===== config.mk =====
export PLATFORM = sky130hd
export DESIGN_NAME = seq_mul_hs
export DESIGN_NICKNAME = d
export VERILOG_FILES = /design/src/rtl/seq_mul_pkg.sv /design/src/rtl/seq_mul_step.sv /design/src/rtl/seq_mul_hs.sv
export SDC_FILE = /design/constraint.sdc
export NUM_CORES = 1
export LEC_CHECK = 0
export CAP_MARGIN = 25
export CORE_MARGIN = 2
export CORE_UTILIZATION = 55
export CTS_CLUSTER_DIAMETER = 50
export CTS_CLUSTER_SIZE = 40
export DETAILED_ROUTE_END_ITERATION = 10
export GPL_TIMING_DRIVEN = 0
export PLACE_DENSITY = 0.78
export SYNTH_ARGS = -nofsm -noshare
export SYNTH_HDL_FRONTEND = slang
export SYNTH_SLANG_ARGS = --single-unit
export TNS_END_PERCENT = 10

===== constraint.sdc =====
create_clock -name clk -period 6.75 [get_ports clk]
set_clock_uncertainty 0.2 [all_clocks]
set_input_delay 1.0125 -clock clk [delete_from_list [all_inputs] [get_ports clk]]
set_output_delay 1.0125 -clock clk [all_outputs]
set_load 0.01 [all_outputs]

===== src/rtl/seq_mul_pkg.sv =====
// Shared types and helpers for the seq_mul_hs sequential multiplier.
package seq_mul_pkg;

  typedef enum logic [1:0] {
    IDLE = 2'd0,
    BUSY = 2'd1,
    DONE = 2'd2
  } seq_mul_state_e;

  // Index of the highest set bit; 0 for a zero value.
  function automatic int unsigned msb_index(input logic [31:0] value);
    int unsigned idx;
    idx = 0;
    for (int unsigned i = 0; i < 32; i++) begin
      if (value[i]) idx = i;
    end
    return idx;
  endfunction

endpackage


===== src/rtl/seq_mul_step.sv =====
// One combinational shift-and-add step of the sequential multiplier.
module seq_mul_step
  import seq_mul_pkg::*;
#(
  parameter int unsigned WIDTH = 8,
  parameter int unsigned CNT_W = $clog2(WIDTH) + 1
) (
  input  logic [2*WIDTH-1:0] acc,
  input  logic [2*WIDTH-1:0] a_sh,
  input  logic [WIDTH-1:0]   b_sh,
  input  logic [CNT_W-1:0]   cnt,
  output logic [2*WIDTH-1:0] acc_next,
  output logic [2*WIDTH-1:0] a_sh_next,
  output logic [WIDTH-1:0]   b_sh_next,
  output logic [CNT_W-1:0]   cnt_next,
  output logic               done
);

  always_comb begin
    acc_next  = acc + (b_sh[0] ? a_sh : '0);
    a_sh_next = a_sh << 1;
    b_sh_next = b_sh >> 1;
    cnt_next  = cnt + 1'b1;
    // Stop as soon as no multiplier bits remain; cnt bound is a safety net.
    done      = (b_sh_next == '0) || (a_sh == '0) || (cnt == CNT_W'(WIDTH - 1));
  end

endmodule


===== src/rtl/seq_mul_hs.sv =====
// Shift-and-add WIDTH x WIDTH multiplier with valid/ready on both sides and early exit.
// Define SEQ_MUL_SIGNED_EN for two's-complement operands (sign-magnitude internally).
module seq_mul_hs
  import seq_mul_pkg::*;
#(
  parameter int unsigned WIDTH = 8
) (
  input  logic               clk,
  input  logic               rst_n,
  input  logic               in_valid,
  output logic               in_ready,
  input  logic [WIDTH-1:0]   a,
  input  logic [WIDTH-1:0]   b,
  output logic               out_valid,
  input  logic               out_ready,
  output logic [2*WIDTH-1:0] o,
  output logic               busy
);

  localparam int unsigned CNT_W = $clog2(WIDTH) + 1;

  seq_mul_state_e     state_q, state_d;
  logic [2*WIDTH-1:0] a_sh_q, a_sh_d;
  logic [WIDTH-1:0]   b_sh_q, b_sh_d;
  logic [2*WIDTH-1:0] acc_q, acc_d;
  logic [CNT_W-1:0]   cnt_q, cnt_d;
  logic [2*WIDTH-1:0] o_q, o_d;

  logic [2*WIDTH-1:0] step_acc, step_a_sh;
  logic [WIDTH-1:0]   step_b_sh;
  logic [CNT_W-1:0]   step_cnt;
  logic               step_done;

  logic [WIDTH-1:0]   mag_a, mag_b;
  logic [2*WIDTH-1:0] result;

`ifdef SEQ_MUL_SIGNED_EN
  logic neg_q, neg_d;

  // Magnitudes are unsigned WIDTH bits, so the most negative operand maps cleanly.
  assign mag_a  = a[WIDTH-1] ? -a : a;
  assign mag_b  = b[WIDTH-1] ? -b : b;
  assign result = neg_q ? -step_acc : step_acc;
`else
  assign mag_a  = a;
  assign mag_b  = b;
  assign result = step_acc;
`endif

  seq_mul_step #(
    .WIDTH(WIDTH),
    .CNT_W(CNT_W)
  ) u_step (
    .acc      (acc_q),
    .a_sh     (a_sh_q),
    .b_sh     (b_sh_q),
    .cnt      (cnt_q),
    .acc_next (step_acc),
    .a_sh_next(step_a_sh),
    .b_sh_next(step_b_sh),
    .cnt_next (step_cnt),
    .done     (step_done)
  );

  always_comb begin
    state_d = state_q;
    a_sh_d  = a_sh_q;
    b_sh_d  = b_sh_q;
    acc_d   = acc_q;
    cnt_d   = cnt_q;
    o_d     = o_q;
`ifdef SEQ_MUL_SIGNED_EN
    neg_d   = neg_q;
`endif
    unique case (state_q)
      IDLE: begin
        if (in_valid) begin
          a_sh_d  = {{WIDTH{1'b0}}, mag_a};
          b_sh_d  = mag_b;
          acc_d   = '0;
          cnt_d   = '0;
`ifdef SEQ_MUL_SIGNED_EN
          neg_d   = a[WIDTH-1] ^ b[WIDTH-1];
`endif
          state_d = BUSY;
        end
      end
      BUSY: begin
        acc_d  = step_acc;
        a_sh_d = step_a_sh;
        b_sh_d = step_b_sh;
        cnt_d  = step_cnt;
        if (step_done) begin
          o_d     = result;
          state_d = DONE;
        end
      end
      DONE: begin
        if (out_ready) begin
          acc_d   = '0;
          state_d = IDLE;
        end
      end
      default: state_d = IDLE;
    endcase
  end

  always_ff @(posedge clk or negedge rst_n) begin
    if (!rst_n) begin
      state_q <= IDLE;
      a_sh_q  <= '0;
      b_sh_q  <= '0;
      acc_q   <= '0;
      cnt_q   <= '0;
      o_q     <= '0;
`ifdef SEQ_MUL_SIGNED_EN
      neg_q   <= 1'b0;
`endif
    end else begin
      state_q <= state_d;
      a_sh_q  <= a_sh_d;
      b_sh_q  <= b_sh_d;
      acc_q   <= acc_d;
      cnt_q   <= cnt_d;
      o_q     <= o_d;
`ifdef SEQ_MUL_SIGNED_EN
      neg_q   <= neg_d;
`endif
    end
  end

  assign in_ready  = (state_q == IDLE);
  assign busy      = (state_q == BUSY);
  assign out_valid = (state_q == DONE);
  assign o         = o_q;

endmodule


### After elaboration in Yosys (flattened, before gate mapping)

Index checks and enable logic that the tools add are counted.

| storage, ports and cells | value |
|---|---|
| flip-flop bits (word level) | 62 |
| memory bits (writable) | 0 |
| output and inout bits | 19 |
| logic and storage cells | 39 |
| memories kept | 0 |
| bits of input ports | 20 |
| bits in latches | 0 |
| memory bits (read-only) | 0 |

| operators by class | value |
|---|---|
| order comparisons | 0 |
| shifts and indexed selects | 0 |
| $add $sub $neg | 2 |
| $mul | 0 |
| reduce and logical (&&, ||, !) cells | 11 |
| div/mod/pow operators | 0 |
| multiplexer cells | 14 |
| eq/ne operators | 6 |
| bitwise gates (word level) | 0 |

Operators by type and width:

| cell | number |
|---|---|
| $mux 16 | 4 |
| $pmux 16 s3 | 1 |
| $pmux 16 s2 | 1 |
| $add 16x16->16 | 1 |
| $logic_not 16->1 | 1 |
| $pmux 8 s2 | 1 |
| $logic_not 8->1 | 1 |
| $mux 8 | 1 |
| $pmux 4 s2 | 1 |
| $mux 2 | 3 |
| $pmux 2 s3 | 1 |
| $reduce_and 3->1 | 2 |
| $add 4x1->4 const B | 1 |
| $eq 4x3->1 const B | 1 |
| $mux 4 | 1 |
| $ne 2x1->1 const B | 2 |
| $reduce_and 2->1 | 2 |
| $reduce_bool 3->1 | 1 |
| $eq 2x1->1 const B | 1 |
| $eq 2x2->1 const B | 1 |
| $logic_not 2->1 | 1 |
| $logic_or 1x1->1 | 2 |
| $ne 2x2->1 const B | 1 |
| $reduce_bool 2->1 | 1 |

### Depth between registers and ports, before layout

| depth | value |
|---|---|
| word-level depth | 5 |
| mapped depth | 11 |
| depth with buffers taken out | 10 |

### Hierarchy

From an unflattened synthesis, not the netlist that was laid out.

| unflattened totals | value |
|---|---|
| cells, all modules | 370 |
| area total of the unflattened synthesis | 4027.6 um^2 |

Modules (own cells, without submodules):

| module | cells each | instances | area an instance (um^2) |
|---|---|---|---|
| seq_mul_hs | 209 | 1 | 2867.8 |
| seq_mul_step | 161 | 1 | 1159.9 |

### Least setup slack after synthesis

Ideal clock, no wire load.

| path | value |
|---|---|
| path type | reg-to-reg |
| start | reg b_sh_q[0] |
| end | reg o_q[12] (netlist: o[12]) |
| arrival time | 2.575 ns |
| period minus slack after synthesis | 2.900 ns |
| stages on the path, launching flop included | 11 |
| setup time | 0.125 ns |
| path slack | 3.850 ns |
| cells stage by stage | dfrtp_1 clkbuf_1 and2_1 ha_1 fa_1 a211oi_1 o21bai_1 a211o_1 a41o_1 xor2_1 mux2_2 |

| on the way | value |
|---|---|
| word-level cells in the longest chain between the ends | 2 |

Ends and longest elaborated chain:

| element | RTL line | source |
|---|---|---|
| from (decl) | seq_mul_hs.sv:24 | `logic [WIDTH-1:0] b_sh_q, b_sh_d;` |
| from (signal assigned) | seq_mul_hs.sv:122 | `b_sh_q <= b_sh_d;` |
| $mux 16 | seq_mul_step.sv:20 | `acc_next = acc + (b_sh[0] ? a_sh : '0);` |
| $add 16x16->16 | seq_mul_step.sv:20 |  |
| to (signal assigned) | seq_mul_hs.sv:115 | `o_q <= '0;` |
| to (signal assigned) | seq_mul_hs.sv:125 | `o_q <= o_d;` |
| to (decl) | seq_mul_hs.sv:27 | `logic [2*WIDTH-1:0] o_q, o_d;` |

No other way between the ends.
A chain may end at the register's enable or synchronous reset.

### Worst setup path in the final report

| path | value |
|---|---|
| start | reg state_q[1] |
| end | out busy |

| on the way | value |
|---|---|
| word-level cells in the longest chain between the ends | 1 |

Ends and longest elaborated chain:

| element | RTL line | source |
|---|---|---|
| from (decl) | seq_mul_hs.sv:22 | `seq_mul_state_e state_q, state_d;` |
| from (signal assigned) | seq_mul_hs.sv:120 | `state_q <= state_d;` |
| $eq 2x1->1 | seq_mul_hs.sv:133 | `assign busy = (state_q == BUSY);` |
| to (decl) | seq_mul_hs.sv:17 | `output logic busy` |

No other way between the ends.

==> results.json <==
{
  "first_pass_iters": 4,
  "synth.most_common_cell": "dfrtp_1",
  "cp_slowest_cell": "clkdlybuf4s50_1",
  "routed_wl_um": 7574,
  "worstSetupStartpoint": "state_q[1]$_DFFE_PN0P_",
  "cp-start-kind": "flop",
  "synth_cell_type_count": 56,
  "fmax_mhz": 291.1,
  "cts_tree": "yes",
  "grt-busiest-layer": "met2",
  "met1_usage_pct": 30.53,
  "die_h_um": 82.94,
  "drcViolationCount": 0,
  "maxCapViolations": 0,
  "setup_slack_ns": 3.315,
  "wl_per_cell_um": 16.57,
  "ys_warn_count": 0,
  "initial_core_util_pct": 57.54,
  "synthArstFlopShare_pct": 100.0,
  "worstPathRequired_ns": 5.54,
  "post-place-cells": 441,
  "max-slew-margin-rel_pct": 55.95,
  "post_synth.cell_area_avg_um2": 10.48,
  "post-route-util_pct": 69.68,
  "use_met2_pct": 37.32,
  "grt_antenna_before_repair": 0,
  "place_hpwl_um": 5444,
  "port_buffers": 38,
  "hold_violations": 0,
  "gp_congestion": 0.9023,
  "die_area_mm2": 0.006878,
  "num-nets-final": 414,
  "clock-sinks": 62,
  "clockRootBuffer": "clkbuf_8",
  "sequentialPowerShare_pct": 35.1,
  "grt_overflow": 0,
  "period_share_pct": 50.89,
  "synthTopCellsByArea": "dfrtp_1 (45%), ha_1 (5.8%), a22o_1 (5.4%), and2_1 (4.2%), o21ai_0 (3.1%)",
  "tns_ns": 0,
  "drv_slew": 0,
  "syn_inst": 327,
  "final_antenna_net_count": 0,
  "crit_type": "flop to output port",
  "drt-vias-per-instance": 5.943,
  "clock_latency_ns": 0.34,
  "p_leak_uw": 0.001956,
  "cp.arrival_ns": 2.22,
  "r2r_start": "b_sh_q[0]$_DFFE_PN0P_",
  "clkPwrFrac_pct": 21.5,
  "io_pins": 39,
  "cts_made_buffers": 9,
  "cts_max_level": 3,
  "end_kind": "output port",
  "grt_max_degree": 40,
  "first_global_vias": 2741,
  "finalCriticalPeriod_ns": 3.435,
  "fp-row-count": 28,
  "pwr-share-comb_pct": 43.4,
  "vias": 2716,
  "synth_edf_count": 0,
  "use_met3_pct": 5.070,
  "cts_resized": 0,
  "dp_slack_ns": 3.116,
  "outcome": "completed",
  "crit_chain": "nand2b_1 -> inv_2 -> clkbuf_1 -> clkdlybuf4s50_1",
  "cp_top_family": "buffers and inverters",
  "synthFlopType": "dfrtp_1",
  "drtIter0Drc": 136,
  "rsz0062_at_grt": "false",
  "clk_pin_slew_worst_paths_ns": 0.07,
  "p_per_area_mw_per_mm2": 431.9,
  "switching_share_pct": 37.36,
  "cts_buffer_depth": 2,
  "min_path_type": "flop to flop",
  "setup_violations": 0,
  "cp_max_fo": 10,
  "synth_top_area_share_pct": 45.27,
  "core_area_mm2": 0.005956,
  "grt_use_total_pct": 23.21,
  "syn2layout_area_growth_pct": 21.10,
  "synthTopCellsByCount": "dfrtp_1 (62), and2_1 (23), nand2_1 (23), a22o_1 (21), o21ai_0 (21)",
  "cts_setup_buffers": 0,
  "cp.buffers_inverters": 3,
  "p_int_uw": 1123,
  "synth.net_count": 364,
  "instances_no_fill": 457,
  "ctsHoldBuffers": 0,
  "die_w_um": 82.94,
  "min_from": "o[4]$_DFFE_PN0P_",
  "seq_area_frac_synth_pct": 45.27,
  "yosys.area.top_type": "dfrtp_1",
  "p_switching_uw": 669.6,
  "critical-path-max-stage-delay_ns": 0.64,
  "tightest_slew_ns": 0.6594,
  "diodes": 0,
  "drive_gt1_share_pct": 10.47,
  "ir_worst_vdd_mv": 0.2403,
  "synth_seq_cells": 62,
  "grt_first_pass_wirelength_um": 12940,
  "netlist_area_mm2": 0.003427
}
-- power groups by stage --
stage	Clock, uW	Sequential (uW)	Combinational, uW
2_1_floorplan	0	616	524
3_3_place_gp	0	629	759
3_5_place_dp	0	633	776
4_1_cts	387	628	780
5_1_grt	405	651	857
6_report	385	630	778
-- routing by layer --
| layer | routed length, um | share of wire, % | vias to the layer above |
|---|---|---|---|
| met5 | 0 | 0 | - |
| met1 | 3474 | 46 | 1321 |
| met4 | 138 | 1.8 | 0 |
| met3 | 363 | 4.8 | 12 |
| li1 | - | - | 1303 |
| met2 | 3597 | 47 | 80 |
-- cells by family after synthesis --
logic type                 after synthesis  share of synthesized area, %
AOI/OAI and AO/OA                      111                         23.04
xor gates and xnor gates                12                         3.469
adders and majority gates               17                         6.426
buffers and inverters                   22                         3.395
DFF                                     62                         45.27
muxes                                   13                         4.381
and+or+nand+nor                         90                         14.02
-- stage by stage --
step | cell area, um2 | hold slack, ns | total power (uW)
5_1_grt | 4150 | 0.3216 | 1913
4_1_cts | 4150 | 0.2894 | 1794
3_3_place_gp | 3901 | 0.2676 | 1388
6_report | 4150 | 0.2839 | 1792
3_5_place_dp | 3916 | 0.2737 | 1409
2_1_floorplan | 3427 | 0.2563 | 1140
-- worst paths after layout --
check / depth (start not counted) / to / slack (ns)
min reg2reg: 1 / o[4]$_DFFE_PN0P_ / 0.28
max: 4 / busy / 3.32
min in group asynchronous: 1 / acc_q[10]$_DFFE_PN0P_ / 0.46
max reg2reg: 10 / o[12]$_DFFE_PN0P_ / 3.43
max in group asynchronous: 2 / b_sh_q[7]$_DFFE_PN0P_ / 5.30
min: 1 / o[4]$_DFFE_PN0P_ / 0.28
-- layout make-up --
cell class / instances / area (um2)
fill: 470 / 1805
sequential: 62 / 1551
tap: 75 / 93.84
buffer: 17 / 97.59
clock inverter: 3 / 65.06
clock buffer: 13 / 168.9
timing repair buffer: 39 / 395.4
inverter: 5 / 18.77
multi-input combinational: 243 / 1759
-- sequential cells by signal (all words and copies together) (netlist names) --
signal	flops
a_sh_q	16
acc_q	16
b_sh_q	8
cnt_q	4
o	16
state_q	2
-- placed cells by master, fill, tap and decap left out, types with 12 or more instances in the layout --
cell	synthesis	routed
a22o_1	21	21
o21ai_0	21	21
clkdlybuf4s50_1	0	37
a21oi_1	17	17
and2_1	23	23
clkbuf_1	14	15
clkbuf_8	0	12
dfrtp_1	62	62
ha_1	16	16
nor2_1	12	12
nand2_1	23	23
Note: power is estimated with default switching activity, not from simulation.
